**src/rtl/matrix_row_reader.sv**
```systemverilog
// Matrix row reader: fetches one row at a time from the matrix row port
// and streams its elements out with valid/ready, tagged with row/column.
module matrix_row_reader #(
  parameter int NUM_ROWS = 11,
  parameter int NUM_COLS = 4,
  parameter int WIDTH    = 32,
  localparam int RW = (NUM_ROWS > 1) ? $clog2(NUM_ROWS) : 1,
  localparam int CW = (NUM_COLS > 1) ? $clog2(NUM_COLS) : 1
) (
  input  logic                      clk,
  input  logic                      rst,
  input  logic                      start,
  output logic                      busy,
  output logic                      finished,
  output logic [RW-1:0]             mat_row_addr,
  output logic                      mat_row_addr_ready,
  input  logic                      mat_row_valid,
  input  logic [NUM_COLS*WIDTH-1:0] mat_row_out,
  output logic [WIDTH-1:0]          out_data,
  output logic [RW-1:0]             out_row,
  output logic [CW-1:0]             out_col,
  output logic                      out_last,
  output logic                      out_valid,
  input  logic                      out_ready
);

  localparam logic [2:0] IDLE   = 3'd0;
  localparam logic [2:0] REQ    = 3'd1;
  localparam logic [2:0] WAIT   = 3'd2;
  localparam logic [2:0] STREAM = 3'd3;
  localparam logic [2:0] DONE   = 3'd4;

  localparam logic [RW-1:0] LAST_ROW = RW'(NUM_ROWS - 1);
  localparam logic [CW-1:0] LAST_COL = CW'(NUM_COLS - 1);

  logic [2:0]                state;
  logic [RW-1:0]             row;
  logic [CW-1:0]             col;
  logic [NUM_COLS*WIDTH-1:0] row_buf;

  logic row_end;
  logic mat_end;

  assign row_end = (col == LAST_COL);
  assign mat_end = row_end && (row == LAST_ROW);

  always_ff @(posedge clk or posedge rst) begin
    if (rst) begin
      state   <= IDLE;
      row     <= '0;
      col     <= '0;
      row_buf <= '0;
    end else begin
      unique case (state)
        IDLE: begin
          if (start) begin
            state <= REQ;
            row   <= '0;
          end
        end
        REQ: state <= WAIT;
        WAIT: begin
          if (mat_row_valid) begin
            row_buf <= mat_row_out;
            col     <= '0;
            state   <= STREAM;
          end
        end
        STREAM: begin
          if (out_ready) begin
            if (!row_end) begin
              col <= col + 1'b1;
            end else if (!mat_end) begin
              col   <= '0;
              row   <= row + 1'b1;
              state <= REQ;
            end else begin
              col   <= '0;
              state <= DONE;
            end
          end
        end
        DONE:    state <= IDLE;
        default: state <= IDLE;
      endcase
    end
  end

  // Outputs decode straight from the registered state and counters,
  // so they are stable for the whole cycle and zero after reset.
  assign busy               = (state == REQ) || (state == WAIT) ||
                              (state == STREAM);
  assign finished           = (state == DONE);
  assign mat_row_addr       = row;
  assign mat_row_addr_ready = (state == REQ);
  assign out_valid          = (state == STREAM);
  assign out_last           = (state == STREAM) && mat_end;
  assign out_row            = row;
  assign out_col            = col;
  assign out_data           = row_buf[int'(col)*WIDTH +: WIDTH];

endmodule

```
**config.mk**
```make
export PLATFORM = sky130hd
export DESIGN_NAME = matrix_row_reader
export DESIGN_NICKNAME = d
export VERILOG_FILES = /design/src/rtl/matrix_row_reader.sv
export SDC_FILE = /design/constraint.sdc
export NUM_CORES = 1
export LEC_CHECK = 0
export CAP_MARGIN = 20
export CORE_AREA = 2 2 149 151
export DETAILED_ROUTE_END_ITERATION = 7
export DIE_AREA = 0 0 151 153
export PLACE_DENSITY_LB_ADDON = 0.12
export RECOVER_POWER = 50
export SYNTH_ARGS = -nofsm -noshare
export SYNTH_HDL_FRONTEND = slang
export SYNTH_SLANG_ARGS = --single-unit
```
**constraint.sdc**
```tcl
create_clock -name clk -period 3.9 [get_ports clk]
set_input_delay 0.39 -clock clk [delete_from_list [all_inputs] [get_ports clk]]
set_output_delay 0.39 -clock clk [all_outputs]
set_load 0.02 [all_outputs]
```
==> qor.yml, run 1 <==
status: "finished, violations left"
failed_checks: "capacitance limit, slew limit"
cp_slowest_stage_delay_ns: 1.53
tightest_slew_ns: 2.03
setup_violations: 0
rsz0062_at_grt: "no"
fill_cells: 2018
worstPathMaxFanout: 65
crit_type: "reg -> reg"
wl_met1_mm: 6.44
yosys_warnings: 0
cap_violations: 3
hold_buffers: 0
switchingPower_mw: 2.29
multi_input_area_mm2: 0.00251
grt_pass1_wl_mm: 22.9
cts_tree: "built"
synth_edf_count: 0
critPathCaptureType: "flip-flop"
top_layer: "met4"
gr-total-overflow: 0
cts_root_buf: "clkbuf_16"
fmax_mhz: 308
pwr-share-clk: 0.233
start_util: 0.286
power.share.sequential: 0.357
grt_pass1_vias: 4225
crit_chain: "nand2b_1 -> nor2_1 -> buf_12 -> mux2_1"
maxSlewViolCount: 55
power_mw: 7.26
drive_gt1_frac: 0.135
drtIter0Drc: 170
fp.coreArea_mm2: 0.0215
ys_seq_elements: 137
htreeDepth: 4
post-cts-setup-buffers: 0
wl_mm: 14.4
nNetsFinal: 694
netlist_instances: 380
worstPathArrival_ns: 3.54
numCtsBuffers: 17
clk_pin_slew_ns: 0.06
die_h_um: 153
p_int_mw: 4.97
diodes: 0
via_count: 3812
routedWlPerCell_um: 17.0
reg2reg_depth: 4
die-area_mm2: 0.0231
areaGrowthSynthToFinish_pct: 43.4
synth-async-reset-ratio: 1.00
p_per_area_mw_per_mm2: 824
cts_buffer_depth: 2
crit_required_ns: 4.19
route.met3.wl_mm: 1.32
syn_nets: 516
io_pins: 180
ys_seq_area_frac: 0.558
antenna_found_initial: 0
first_pass_iters: 4
place.gp.congestion: 0.716
period_minus_slack_ns: 3.25
period_share: 0.832
num_rows: 54
dpl.hpwl_mm: 10.2
tns_ns: 0
combPwrFrac: 0.410
hold_violations: 0
slew_headroom: -0.359
worstHoldPathType: "reg -> reg"
dr_wl_met2_mm: 6.53
grt_max_degree: 66
switching_share: 0.316
drcViolationCount: 0
viasPerCell: 4.48
ant_nets: 0
slowest_stage: "nor2_1"
fp.dieW_um: 151
cts_resized: 0
final-seq-area_mm2: 0.00343
yosysUniqueCellTypes: 36
clkLatencyLatePin_ns: 0.42
netlist_area_mm2: 0.00614
min_path_cells: 1
leakage_nw: 3.54
io_buffers: 179
ys.flop_type: "dfrtp_1"
synth.avg_cell_area_um2: 16.2
startpoint_type: "flip-flop"
grt_usage: 0.131
finalClockSkew_ns: 0.00642
cts_num_sinks: 137
peakVddDrop_v: 0.000389
## worst paths after layout
path	from	endpoint	slack [ns]
worst max-delay path	state[2]$_DFFE_PP0P_	row_buf[91]$_DFFE_PP0P_	0.65
worst min register to register	row_buf[36]$_DFFE_PP0P_	row_buf[36]$_DFFE_PP0P_	0.48
worst max register to register	state[2]$_DFFE_PP0P_	row_buf[91]$_DFFE_PP0P_	0.65
worst min-delay path	row_buf[36]$_DFFE_PP0P_	row_buf[36]$_DFFE_PP0P_	0.48
max in group asynchronous	rst	row_buf[20]$_DFFE_PP0P_	1.13
min in group asynchronous	rst	row_buf[75]$_DFFE_PP0P_	0.79
## cell usage in the layout (no fill, tap or decap), drive strengths merged, types with 3 or more instances in the layout
cell type	synthesis	layout
clkdlybuf4s50	0	170
dfrtp	137	137
mux2	130	130
mux4	32	32
clkbuf	0	28
dlygate4sd3	0	9
nand2	6	6
buf	29	6
nor2	5	5
nand3	5	5
a21oi	4	4
ha	3	3
bufinv	0	3
inv	4	3
nor3b	3	3
clkinvlp	0	3
## synthesized netlist by cell type, types with 2 or more instances
cell,n,area share
mux4_2,32,0.12
ha_1,3,0.0061
buf_2,11,0.0090
nand3_1,5,0.0041
dfrtp_1,137,0.56
nand2_1,6,0.0037
nor3_1,2,0.0016
a21oi_1,3,0.0024
nor3b_1,2,0.0024
nand2b_1,2,0.0020
nor2_1,5,0.0031
mux2_1,128,0.23
inv_1,3,0.0018
buf_4,18,0.022
a22o_1,2,0.0029
## final cells by class
type,count,area share
inverter,4,0.00185
clock buffer,25,0.0585
sequential,137,0.389
multi-input combinational,210,0.285
timing repair buffer,188,0.213
clock inverter,6,0.0125
tap,280,0.0398
## power by group through the flow
stage	registers, mW	clock network [mW]	logic [mW]
after global routing	2.71	1.83	3.20
final	2.59	1.69	2.97
after CTS	2.61	1.76	3.04
after floorplan	2.40	0	2.06
after detailed placement	2.63	0	3.03
after global placement	2.61	0	2.99
## per-stage QoR
stage          instances  hold WS (ns)   util  setup WS (ns)  cell area (µm²)
2_1_floorplan        380         0.452      -           1.80             6150
3_3_place_gp         819         0.462  0.382           1.24             8220
3_5_place_dp         819         0.470  0.382           1.19             8220
4_1_cts              850         0.483  0.411          0.718             8840
5_1_grt              850         0.492  0.410          0.399             8810
6_report             850         0.479  0.410          0.654             8810
## routing by layer
metal | global-route usage | up-vias
li1 | - | 1763
met4 | 0.0378 | 0
met3 | 0.0606 | 12
met2 | 0.198 | 127
met5 | 0 | -
met1 | 0.169 | 1910
## critical path: cells and delay by family, from the launching register on
family                 cells  cell delay [ns]
AND/OR/NAND/NOR            2             1.77
flip-flops                 1             0.52
buffers and inverters      1             0.41
multiplexers               1             0.37
## sequential cells by signal, indices dropped and copies added (netlist names)
register	cells
row_buf	128
mat_row_addr	4
state	3
out_col	2
## cells by family (layout without fill, tap and decap cells)
kind of cell / Yosys count / count (layout) / share of synthesized area
multiplexers: 163 / 163 / 0.358
XOR/XNOR: 1 / 1 / 0.00143
AND/OR/NAND/NOR: 29 / 29 / 0.0269
AO/OA/AOI/OAI: 14 / 14 / 0.0165
buffers and inverters: 33 / 223 / 0.0334
adder cells (fa/ha/maj): 3 / 3 / 0.00611
flip-flops: 137 / 137 / 0.558
(Power assumes the default switching activity.)
==> inputs of run 2 (changes only) <==
Clock period 3.9 ns to 3.1 ns, I/O delays scaled along.
==> run 2 against run 1 <==
  * The run still ends with capacitance limit, slew limit left
  * Non-clock buffer count rose by 2
  * Total power rose by 27%
  * Via count increased by 2.0%
  * Sequential share of layout area down 0.13 points
  * Largest power group unchanged
==> qor.yml, run 2 (synthesis gave the netlist of run 1 again) <==
pre_cts_slack_ns: 0.661
crit_type: "reg -> out"
post-cts-setup-buffers: 0
dr_wl_met2_mm: 6.59
startpoint_type: "flip-flop"
period_share: 0.916
diodes: 0
first_pass_iters: 7
io_pins: 180
dpl.hpwl_mm: 10.6
cts_buffer_depth: 2
final-seq-area_mm2: 0.00343
die-area_mm2: 0.0231
fmax_mhz: 352
ant_nets: 0
p_per_area_mw_per_mm2: 1040
place.gp.congestion: 0.742
start_util: 0.286
layout_commonest_cell: "clkdlybuf4s50_1"
leakage_nw: 3.54
hold_violations: 0
multi_input_area_mm2: 0.00251
die_h_um: 153
clkLatencyLatePin_ns: 0.41
crit_chain: "ha_1 -> nand4b_1 -> nor2_1 -> clkdlybuf4s50_1"
route.met3.wl_mm: 1.34
holdWs_ns: 0.433
grt_pass1_wl_mm: 23.9
cts_resized: 0
wl_mm: 14.6
wl_met1_mm: 6.48
cp_slowest_stage_delay_ns: 0.72
finalClockSkew_ns: 0.00806
fill_cells: 1987
failed_checks: "capacitance limit, slew limit"
drcViolationCount: 0
final_core_util: 0.411
worstPathArrival_ns: 2.53
tns_ns: 0
viasPerCell: 4.56
cp_top_family: "flip-flops"
cts_num_sinks: 137
largest_register: "row_buf"
slew_headroom: -0.0638
setup_violations: 0
fp.coreArea_mm2: 0.0215
nNetsFinal: 696
tightest_slew_ns: 1.60
gr-total-overflow: 0
numCtsBuffers: 17
drive_gt1_frac: 0.142
grt_pass1_vias: 4329
antenna_found_initial: 0
status: "finished, violations left"
slowest_stage: "dfrtp_2"
largest_reg_flops: 128
cp_num_buf_inv: 1
worstPathMaxFanout: 19
hold_buffers: 0
htreeDepth: 4
crit_start: "out_col[0]$_DFFE_PP0P_"
r2r-start: "state[2]$_DFFE_PP0P_"
cap_violations: 1
cp.depth: 4
mostFrequentLayoutCells: "clkdlybuf4s50_1, dfrtp_1, mux2_1, mux4_2, clkbuf_16"
peakVddDrop_v: 0.000432
num_rows: 54
drtIter0Drc: 97
maxSlewViolCount: 27
critPathCaptureType: "output port"
areaGrowthSynthToFinish_pct: 43.8
top_layer: "met4"
grt_usage: 0.135
period_minus_slack_ns: 2.84
routedWlPerCell_um: 17.2
clk_pin_slew_ns: 0.06
io_buffers: 179
worst_slack_ns: 0.259
cts_tree: "built"
fp.dieW_um: 151
crit_required_ns: 2.79
cts_root_buf: "clkbuf_16"
worstHoldPathType: "in -> async"
rsz0062_at_grt: "no"
reg2reg_depth: 4
via_count: 3888
grt_max_degree: 53
## run 2: cell count changes in the layout (fill, tap and decap cells not counted)
cell | previous run | this run
clkbuf_2 | 1 | 3
clkinvlp_4 | 2 | 5
clkbuf_8 | 6 | 2
dlygate4sd3_1 | 9 | 7
clkdlybuf4s50_1 | 170 | 172
clkinv_4 | 0 | 1
bufinv_16 | 3 | 4
clkbuf_1 | 4 | 2
buf_12 | 2 | 3
## run 2: per-layer routing
metal,GRT usage,up-vias
met5,0,-
met4,0.0441,0
met3,0.0525,13
met2,0.208,134
met1,0.173,1975
li1,-,1766
## run 2: final timing paths
kind,slack [ns],end
max,0.26,out_last
min,0.43,row_buf[49]$_DFFE_PP0P_
max reg2reg,0.33,row_buf[52]$_DFFE_PP0P_
min reg2reg,0.48,row_buf[92]$_DFFE_PP0P_
max in group asynchronous,0.66,out_col[0]$_DFFE_PP0P_
min in group clk,0.48,row_buf[92]$_DFFE_PP0P_
## run 2: per-stage QoR
stage | cells | cell area (µm²) | power, mW
floorplan | 380 | 6150 | 5.61
global placement | 821 | 8270 | 7.09
detailed placement | 821 | 8270 | 7.17
CTS | 852 | 8900 | 9.39
global route | 852 | 8840 | 9.81
finish | 852 | 8840 | 9.19
## run 2: cell type report
cell class | count | area share
multi-input combinational | 210 | 0.284
inverter | 4 | 0.00184
clock buffer | 20 | 0.0517
tap | 280 | 0.0396
timing repair buffer | 190 | 0.215
sequential | 137 | 0.388
clock inverter | 11 | 0.0194
## run 2: report_power, final
group          internal, mW  switching (mW)  total (mW)  leakage (nW)
Combinational          2.19            1.63        3.83          1.63
Clock                  1.38           0.767        2.15         0.290
Sequential             2.69           0.527        3.22          1.62
